===== src/rtl/fx_pkg.sv =====
// Shared constants and width helpers for the fixed-point requantizer.
package fx_pkg;

  localparam int ROUND_TRUNC   = 0;
  localparam int ROUND_HALF_UP = 1;
  localparam int ROUND_CONV    = 2;

  localparam int SAT_WRAP = 0;
  localparam int SAT_SAT  = 1;

  // Width of the rounded, shifted intermediate: one guard bit above IN_W for the carry.
  function automatic int q_width(input int in_w, input int in_frac, input int out_frac);
    return in_w + 1 - (in_frac - out_frac);
  endfunction

endpackage


===== src/rtl/fx_round_stage.sv =====
// Stage 1 of the requantizer: sign-extend, add the rounding bias, arithmetic shift, register.
module fx_round_stage
  import fx_pkg::*;
#(
  parameter int IN_W       = 14,
  parameter int SHIFT      = 3,
  parameter int ROUND_MODE = ROUND_HALF_UP,
  parameter int QW         = IN_W + 1 - SHIFT
) (
  input  logic            clk,
  input  logic            rst_n,
  input  logic            i_valid,
  input  logic [IN_W-1:0] i_data,
  output logic            o_valid,
  output logic [QW-1:0]   o_q
);

  localparam int EW      = IN_W + 1;
  localparam int HALF_SH = (SHIFT > 0) ? SHIFT - 1 : 0;

  logic [EW-1:0] ext;
  logic [EW-1:0] bias;
  logic [EW-1:0] sum;
  logic [QW-1:0] q_next;

  always_comb begin
    ext  = {i_data[IN_W-1], i_data};
    bias = '0;
    if (SHIFT > 0) begin
      if (ROUND_MODE == ROUND_HALF_UP) begin
        bias = EW'(1) << HALF_SH;
      end else if (ROUND_MODE == ROUND_CONV) begin
        // Bit SHIFT is the LSB that survives; adding it turns the tie case into round-to-even.
        bias = (EW'(1) << HALF_SH) - EW'(1) + EW'(i_data[SHIFT]);
      end
    end
    sum    = ext + bias;
    q_next = QW'($signed(sum) >>> SHIFT);
  end

  always_ff @(posedge clk or negedge rst_n) begin
    if (!rst_n) begin
      o_valid <= 1'b0;
      o_q     <= '0;
    end else begin
      o_valid <= i_valid;
      if (i_valid) begin
        o_q <= q_next;
      end
    end
  end

endmodule


===== src/rtl/fx_requant_pipe.sv =====
// Two-stage fixed-point requantizer: rounding stage, then range check with saturate/wrap,
// per-sample overflow flag and a saturating overflow-event counter.
module fx_requant_pipe
  import fx_pkg::*;
#(
  parameter int IN_W       = 14,
  parameter int IN_FRAC    = 6,
  parameter int OUT_W      = 10,
  parameter int OUT_FRAC   = 3,
  parameter int ROUND_MODE = ROUND_HALF_UP,
  parameter int SAT_MODE   = SAT_SAT,
  parameter int CNT_W      = 16
) (
  input  logic             clk,
  input  logic             rst_n,
  input  logic             i_valid,
  input  logic [IN_W-1:0]  i_data,
  input  logic             i_clr_cnt,
  output logic             o_valid,
  output logic [OUT_W-1:0] o_data,
  output logic             o_ovf,
  output logic [CNT_W-1:0] o_ovf_cnt
);

  localparam int SHIFT = IN_FRAC - OUT_FRAC;
  localparam int QW    = q_width(IN_W, IN_FRAC, OUT_FRAC);

  logic             s1_valid;
  logic [QW-1:0]    s1_q;
  logic             ovf;
  logic [OUT_W-1:0] data_next;

  fx_round_stage #(
    .IN_W      (IN_W),
    .SHIFT     (SHIFT),
    .ROUND_MODE(ROUND_MODE),
    .QW        (QW)
  ) u_round (
    .clk    (clk),
    .rst_n  (rst_n),
    .i_valid(i_valid),
    .i_data (i_data),
    .o_valid(s1_valid),
    .o_q    (s1_q)
  );

  generate
    if (QW <= OUT_W) begin : g_fits
      always_comb begin
        ovf       = 1'b0;
        data_next = OUT_W'($signed(s1_q));
      end
    end else begin : g_range
      logic pos_ovf;
      logic neg_ovf;

      // In range iff every bit from the sign down to bit OUT_W-1 agrees.
      always_comb begin
        pos_ovf   = !s1_q[QW-1] && (|s1_q[QW-2:OUT_W-1]);
        neg_ovf   = s1_q[QW-1] && !(&s1_q[QW-2:OUT_W-1]);
        ovf       = pos_ovf || neg_ovf;
        data_next = s1_q[OUT_W-1:0];
        if (SAT_MODE == SAT_SAT) begin
          if (pos_ovf) begin
            data_next = {1'b0, {(OUT_W-1){1'b1}}};
          end else if (neg_ovf) begin
            data_next = {1'b1, {(OUT_W-1){1'b0}}};
          end
        end
      end
    end
  endgenerate

  always_ff @(posedge clk or negedge rst_n) begin
    if (!rst_n) begin
      o_valid <= 1'b0;
      o_data  <= '0;
      o_ovf   <= 1'b0;
    end else begin
      o_valid <= s1_valid;
      o_ovf   <= s1_valid && ovf;
      if (s1_valid) begin
        o_data <= data_next;
      end
    end
  end

  // Counts on the edge that presents the overflowed sample; clear wins over increment.
  always_ff @(posedge clk or negedge rst_n) begin
    if (!rst_n) begin
      o_ovf_cnt <= '0;
    end else if (i_clr_cnt) begin
      o_ovf_cnt <= '0;
    end else if (s1_valid && ovf && (o_ovf_cnt != {CNT_W{1'b1}})) begin
      o_ovf_cnt <= o_ovf_cnt + CNT_W'(1);
    end
  end

endmodule


===== config.mk =====
export PLATFORM = sky130hd
export DESIGN_NAME = fx_requant_pipe
export DESIGN_NICKNAME = d
export VERILOG_FILES = /design/src/rtl/fx_pkg.sv /design/src/rtl/fx_round_stage.sv /design/src/rtl/fx_requant_pipe.sv
export SDC_FILE = /design/constraint.sdc
export NUM_CORES = 1
export LEC_CHECK = 0
export CORE_UTILIZATION = 46
export CTS_CLUSTER_SIZE = 14
export DETAILED_ROUTE_END_ITERATION = 12
export HOLD_SLACK_MARGIN = 0.12
export PLACE_DENSITY = 0.82
export SYNTH_ARGS = -nofsm -noshare
export SYNTH_HDL_FRONTEND = slang
export SYNTH_SLANG_ARGS = --single-unit

===== constraint.sdc =====
create_clock -name clk -period 2 [get_ports clk]
set_clock_uncertainty 0.2 [all_clocks]
set_input_delay 0.4 -clock clk [delete_from_list [all_inputs] [get_ports clk]]
set_output_delay 0.4 -clock clk [all_outputs]
set_load 0.1 [all_outputs]

==> results of run 1 <==
## routing by layer
layer,up-vias,global-route usage (%)
met3,16,4.99
li1,940,-
met5,-,0
met4,0,8.67
met1,929,25.1
met2,68,36.5
## through the flow
stage	cells	worst slack (ns)	power [W]	utilization, %	cell area (sq um)
3_5_place_dp	340	-0.208	0.00186	69.9	3130
6_report	350	0.0854	0.00245	72.5	3250
4_1_cts	349	0.0681	0.00246	72.4	3240
3_3_place_gp	340	-0.144	0.00185	69.9	3130
5_1_grt	350	0.00480	0.00254	72.5	3250
2_1_floorplan	236	-0.0612	0.00150	-	2250
## how the worst min path moves through the flow
stage	to	slack [ns]	cells after the start	startpoint
after global placement	o_ovf	0.18	1	rst_n
final	u_round.o_q[4]	0.36	1	u_round.o_q[4]
after detailed placement	o_ovf	0.18	1	rst_n
after global routing	u_round.o_q[4]	0.38	1	u_round.o_q[4]
after CTS	u_round.o_q[4]	0.36	1	u_round.o_q[4]
after floorplan	o_data[0]	-0.1	0	rst_n
## registers in the layout (all words and copies together), names as in the netlist
signal	flops
o_ovf_cnt	16
u_round.o_q	12
o_data	10
o_ovf	1
o_valid	1
u_round.o_valid	1
## timing repair
item / in CTS / in global routing
hold endpoints to repair: 18 / 0
gates resized for setup: 0 / 0
hold buffers: 1 / 0
endpoints found under the setup margin: 0 / 1
buffers inserted: 0 / 1
## power by group through the flow
| stage | Combinational, W | Clock (W) | Sequential, W |
|---|---|---|---|
| 2_1_floorplan | 0.000178 | 0 | 0.00132 |
| 3_3_place_gp | 0.000849 | 0 | 0.00100 |
| 3_5_place_dp | 0.000862 | 0 | 0.00100 |
| 4_1_cts | 0.000866 | 0.000608 | 0.000988 |
| 5_1_grt | 0.000906 | 0.000638 | 0.000996 |
| 6_report | 0.000866 | 0.000598 | 0.000985 |
## critical path: cells and delay by family
kind / cells / cell delay [ns]
AOI/OAI and AO/OA: 1 / 0.13
adders and majority gates: 1 / 0.18
buffers and inverters: 1 / 0.52
xor gates and xnor gates: 1 / 0.16
and+or+nand+nor: 3 / 0.54
## layout make-up
class / count / share of cell area, %
tap: 52 / 2.00
clock buffer: 7 / 2.97
timing repair buffer: 64 / 26.7
multi-input combinational: 179 / 34.6
inverter: 6 / 0.694
clock inverter: 1 / 0.154
sequential: 41 / 32.9
## logic make-up (layout without fill, tap and decap cells)
logic type	Yosys count	after routing	synth area share (%)
compound gates	33	33	9.15
xor+xnor	19	19	7.61
fa+ha+maj	2	2	1.14
buf+inv	16	78	2.75
flops	41	41	46.9
mux	15	15	7.78
simple gates	110	110	24.7
## cell usage after synthesis, types with 5 or more instances
| master | count |
|---|---|
| a21oi_1 | 20 |
| nor2_1 | 54 |
| xor2_1 | 9 |
| nand2_1 | 16 |
| mux2_2 | 12 |
| inv_1 | 5 |
| nand4_1 | 6 |
| xnor2_1 | 10 |
| nor3_1 | 7 |
| dfrtp_1 | 41 |
| nand3_1 | 9 |
| clkbuf_1 | 8 |
## layout by cell type (no fill, tap or decap), types with 2 or more instances in the layout
cell / n
nor3_1: 6
buf_12: 28
nand3_1: 9
o21ai_0: 4
dfrtp_1: 25
and4_1: 3
nand4_1: 6
nor2_1: 54
mux2_2: 12
or3_1: 3
mux2i_1: 2
nor4_1: 3
a21oi_1: 20
clkbuf_8: 7
xnor2_1: 10
and3_1: 3
dfrtp_4: 9
xor2_1: 9
nand2_1: 16
clkdlybuf4s50_1: 14
inv_1: 5
buf_4: 20
o211ai_1: 3
dfrtp_2: 7
==> impl_metrics.ini, run 1 <==
[outcome]
run_status = finished with violations
violated_checks = DRC

[layout]
flow.area_growth_from_synthesis_pct = 48.4
finish.net_count = 317
layout.filler_cells = 278
insertedDiodeCount = 0
final_layout_size_suffix_gt1_share_pct = 32.6
layout.area.seq_sq_um = 1070
multi_input_comb_area_sq_um = 1120

[synthesis]
area_fraction_of_the_dominant_cell_type_after_synthesis_pct = 46.9
yosys_most_used_dff = dfrtp_1
syn-mean-instance-area_sq_um = 9.27
synth-edff-count = 0
synth_cells = 236
synth_seq_cells = 41
ys_seq_area_share_pct = 46.9
ys_top_cells_by_area = dfrtp_1 47%, nor2_1 9.3%, mux2_2 6.2%, a21oi_1 4.6%, xnor2_1 4.0%
synthDistinctLibCells = 35
synth_warnings = 0
asyncSetResetFlopFracSynth_pct = 100
mappedNetlistNets = 256
netlist.top_cell.by_area = dfrtp_1
mappedNetlistArea_sq_um = 2190

[die]
dieWidth_um = 71.0
coreArea_sq_um = 4470
fp.dieArea_sq_um = 5030
die_height_um = 71.0
pin_count = 46
rows = 24
initial_utilization_pct = 48.9

[clock_tree]
tritoncts = built
clockBufferDepth = 2
clock_tree_root = clkbuf_8
clk_pin_slew_worst_paths_ns = 0.08
clock_sinks = 41
insertion_delay_ns = 0.29
tritoncts.num_buffers = 5
h_tree_levels = 2

[critical_path]
ff2ff_path_depth = 6
worstSetupPathType = input port to flop
timing.critical_path.slowest_stage_cell = clkdlybuf4s50_1
critical_path.max_fanout = 3
r2r-start = u_round.o_q[10]
ff2ff_setup_slack_ns = 0.09
worstSetupEndpointType = flop
critical_path.endpoint = u_round.o_q[9]
rr_endpoint = o_ovf_cnt[11]
cp.arrival_ns = 1.94
critical-path-max-stage-delay_ns = 0.52
path_cells = clkdlybuf4s50_1 > ha_1 > and3_1 > and4_1 > nand4_1 > xor2_1 > a21oi_1
crit_path_launch_type = input port
worstPathRequired_ns = 2.03
crit_path_start = i_data[3]

[timing]
finalSetupTns_ns = 0
timing.final.setup_violations = 0
hold_slack_ns = 0.355
final-hold-violation-count = 0
layout_min_cycle_time_ns = 1.91
post-route-period-util_pct = 95.7
tightest_slew_ns = 0.450
drv_slew = 0
maximum_clock_frequency_mhz = 522
maxSlewHeadroom_pct = 70.0
unrepaired_setup_endpoints_after_global_routing = false

[power_and_ir_drop]
internal_power_w = 0.00155
power.switching_w = 0.000897
power-per-cell-area_nw_per_um2 = 754
swShare_pct = 36.6
power_frac_seq_pct = 40.2
power.leakage_nw = 1.32
power_share_of_the_clock_group_pct = 24.4
peakVddDrop_mv = 0.696
combinational_cell_fraction_of_total_power_pct = 35.4

[placed_design]
port-buffer-count = 43
gpl.final_weighted_congestion = 0.848
detailed_place_hpwl_mm = 3.71

[route]
route.met3.wl_um = 254
route.detailed.wl_per_inst_um = 14.0
m1WireLength_mm = 2.06
drc_violations = 2
dr.first_iter.drc_count = 166
drt_pre_antenna_iters = 9
route.top_layer_used = met4
vias_per_cell = 5.58
routed_wl_mm = 4.91
detailroute.via_count = 1953
detail-route-antenna-nets = 0
routed-wl-met2_mm = 2.45

[global_route]
first_global_vias = 1908
grt_max_degree = 21
initial_antenna_violation_count = 0
remaining_global_route_overflow = 0
wire_length_of_the_first_global_routing_pass_mm = 8.31
gr-usage-all-layers_pct = 21.0

[flow_run]
max_cap_viol_count = 0

[min_path]
timing.hold.worst.class = flop to flop
Note: power is estimated with default switching activity, not from simulation.
==> run 2, diff against run 1 <==
ABC_CLOCK_PERIOD_IN_PS = 2000   (was not set)
==> results of run 2 <==
The final DEF is identical to that of run 1; final timing and power are the same.
==> run 3, diff against run 2 <==
CORE_MARGIN = 2   (was not set)
==> run 3 against run 2 <==
  * The run now ends clean
  * Clock power down 9.5%
  * Critical path type is now flop to flop
  * Sequential power barely moved
  * Core utilization down 3.6 points
  * Fmax is 0.52% lower
  * Critical endpoint is now o_ovf_cnt[11]
==> impl_metrics.ini, run 3 (synthesis gave the netlist of run 1 again) <==
[layout]
finish.net_count = 311
layout.filler_cells = 330
largest_register_ffs = 16
layout_commonest_cell = nor2_1
regMostFlops = o_ovf_cnt
reg.largest.list = o_ovf_cnt (16), u_round.o_q (12), o_data (10)
final_layout_size_suffix_gt1_share_pct = 30.9
most_frequent_cells_in_the_layout = 53 x nor2_1, 29 x buf_12, 25 x dfrtp_1, 20 x a21oi_1, 16 x nand2_1
finalCoreUtilization_pct = 68.9
insertedDiodeCount = 0
flow.area_growth_from_synthesis_pct = 46.9

[critical_path]
cp.arrival_ns = 1.90
crit_path_launch_type = flop
critical_path.max_fanout = 7
timing.critical_path.slowest_stage_cell = dfrtp_4
critical-path-max-stage-delay_ns = 0.48
worstSetupPathType = flop to flop
worstPathRequired_ns = 1.98
path_cells = ha_4 > and3_4 > nand4_4 > o211ai_4 > nor3_2 > mux2_4
ff2ff_setup_slack_ns = 0.08
worstSetupEndpointType = flop

[die]
die_height_um = 73.0
coreArea_sq_um = 4660
initial_utilization_pct = 46.9
rows = 25
dieWidth_um = 73.0
pin_count = 46
fp.dieArea_sq_um = 5320

[clock_tree]
tritoncts.num_buffers = 5
clock_tree_root = clkbuf_8
tritoncts = built
insertion_delay_ns = 0.29
clock_sinks = 41
cts_post_setup_buffers_inserted = 0
h_tree_levels = 2
clockBufferDepth = 2
clk_pin_slew_worst_paths_ns = 0.07

[route]
drc_violations = 0
detail-route-antenna-nets = 0
detailroute.via_count = 1919
dr.first_iter.drc_count = 213
vias_per_cell = 5.56
drt_pre_antenna_iters = 4
route.detailed.wl_per_inst_um = 13.9
routed_wl_mm = 4.80

[placed_design]
place_worst_setup_slack_ns = -0.183
detailed_place_hpwl_mm = 3.59
port-buffer-count = 43
gpl.final_weighted_congestion = 0.878

[global_route]
grt_max_degree = 22
first_global_vias = 1901
gr-usage-all-layers_pct = 20.3
remaining_global_route_overflow = 0
wire_length_of_the_first_global_routing_pass_mm = 8.31
initial_antenna_violation_count = 0

[timing]
tightest_slew_ns = 0.515
final-hold-violation-count = 0
post-route-period-util_pct = 96.2
maximum_clock_frequency_mhz = 520
timing.final.setup_violations = 0
maxSlewHeadroom_pct = 65.6
layout_min_cycle_time_ns = 1.92
drv_slew = 0
finalWorstSetupSlack_ns = 0.0753

[min_path]
timing.hold.worst.class = flop to flop

[power_and_ir_drop]
power_frac_seq_pct = 41.3
power.switching_w = 0.000880
peakVddDrop_mv = 0.552
power.leakage_nw = 1.30
power_total_w = 0.00239
combinational_cell_fraction_of_total_power_pct = 36.0
internal_power_w = 0.00151
power-per-cell-area_nw_per_um2 = 743
power_share_of_the_clock_group_pct = 22.7
swShare_pct = 36.9

[flow_run]
max_cap_viol_count = 0

[outcome]
run_status = completed
[run 3: routing by layer]
layer  global-route usage [%]  vias up  share of wire (%)
li1                         -      929                  -
met2                     37.6       61                 54
met5                        0        -                  0
met3                     4.70       13                4.8
met4                     6.38        0                1.7
met1                     23.0      916                 40
[run 3: worst max-delay path, delay by kind of cell (launching register included)]
kind / cells / cell delay [ns]
and+or+nand+nor: 3 / 0.43
adders and majority gates: 1 / 0.16
muxes: 1 / 0.29
DFF: 1 / 0.48
AOI/OAI and AO/OA: 1 / 0.25
[run 3: power by group through the flow]
stage | Combinational [W] | Sequential (W) | Clock (W)
after floorplan | 0.000178 | 0.00132 | 0
after global placement | 0.000844 | 0.000999 | 0
after detailed placement | 0.000860 | 0.00100 | 0
after CTS | 0.000864 | 0.000988 | 0.000559
after global routing | 0.000903 | 0.000995 | 0.000585
final | 0.000859 | 0.000987 | 0.000541
[run 3: worst paths after layout]
| kind | depth (start not counted) | from | to |
|---|---|---|---|
| worst max-delay path | 6 | o_ovf_cnt[1] | o_ovf_cnt[11] |
| worst min-delay path | 1 | u_round.o_q[0] | u_round.o_q[0] |
| worst max register to register | 6 | o_ovf_cnt[1] | o_ovf_cnt[11] |
| worst min register to register | 1 | u_round.o_q[0] | u_round.o_q[0] |
| max in group asynchronous | 3 | rst_n | o_ovf_cnt[11] |
| min in group asynchronous | 2 | rst_n | o_ovf_cnt[4] |
[run 3: through the flow]
step                hold slack (ns)  instance area [sq um]  setup TNS, ns  cells
floorplan                   -0.0956                   2250        -0.0612    236
global placement              0.184                   3100         -0.396    337
detailed placement            0.195                   3100         -0.722    337
CTS                           0.347                   3200              0    345
global route                  0.365                   3210      -0.000661    345
finish                        0.341                   3210              0    345
[run 3: layout make-up]
cell class	count	area, sq um	share of cell area [%]
clock buffers	7	86.3	2.69
repair buffers	58	833	25.9
inverters	6	22.5	0.701
multi-input cells	179	1130	35.3
well taps	54	67.6	2.10
flip-flops and latches	41	1070	33.3
[run 3: timing repair]
action | 4_1_cts | 5_1_grt
endpoints found under the hold margin | 20 | 0
hold buffers | 1 | 0
resized for setup | 0 | 2
setup endpoints to repair | 0 | 1
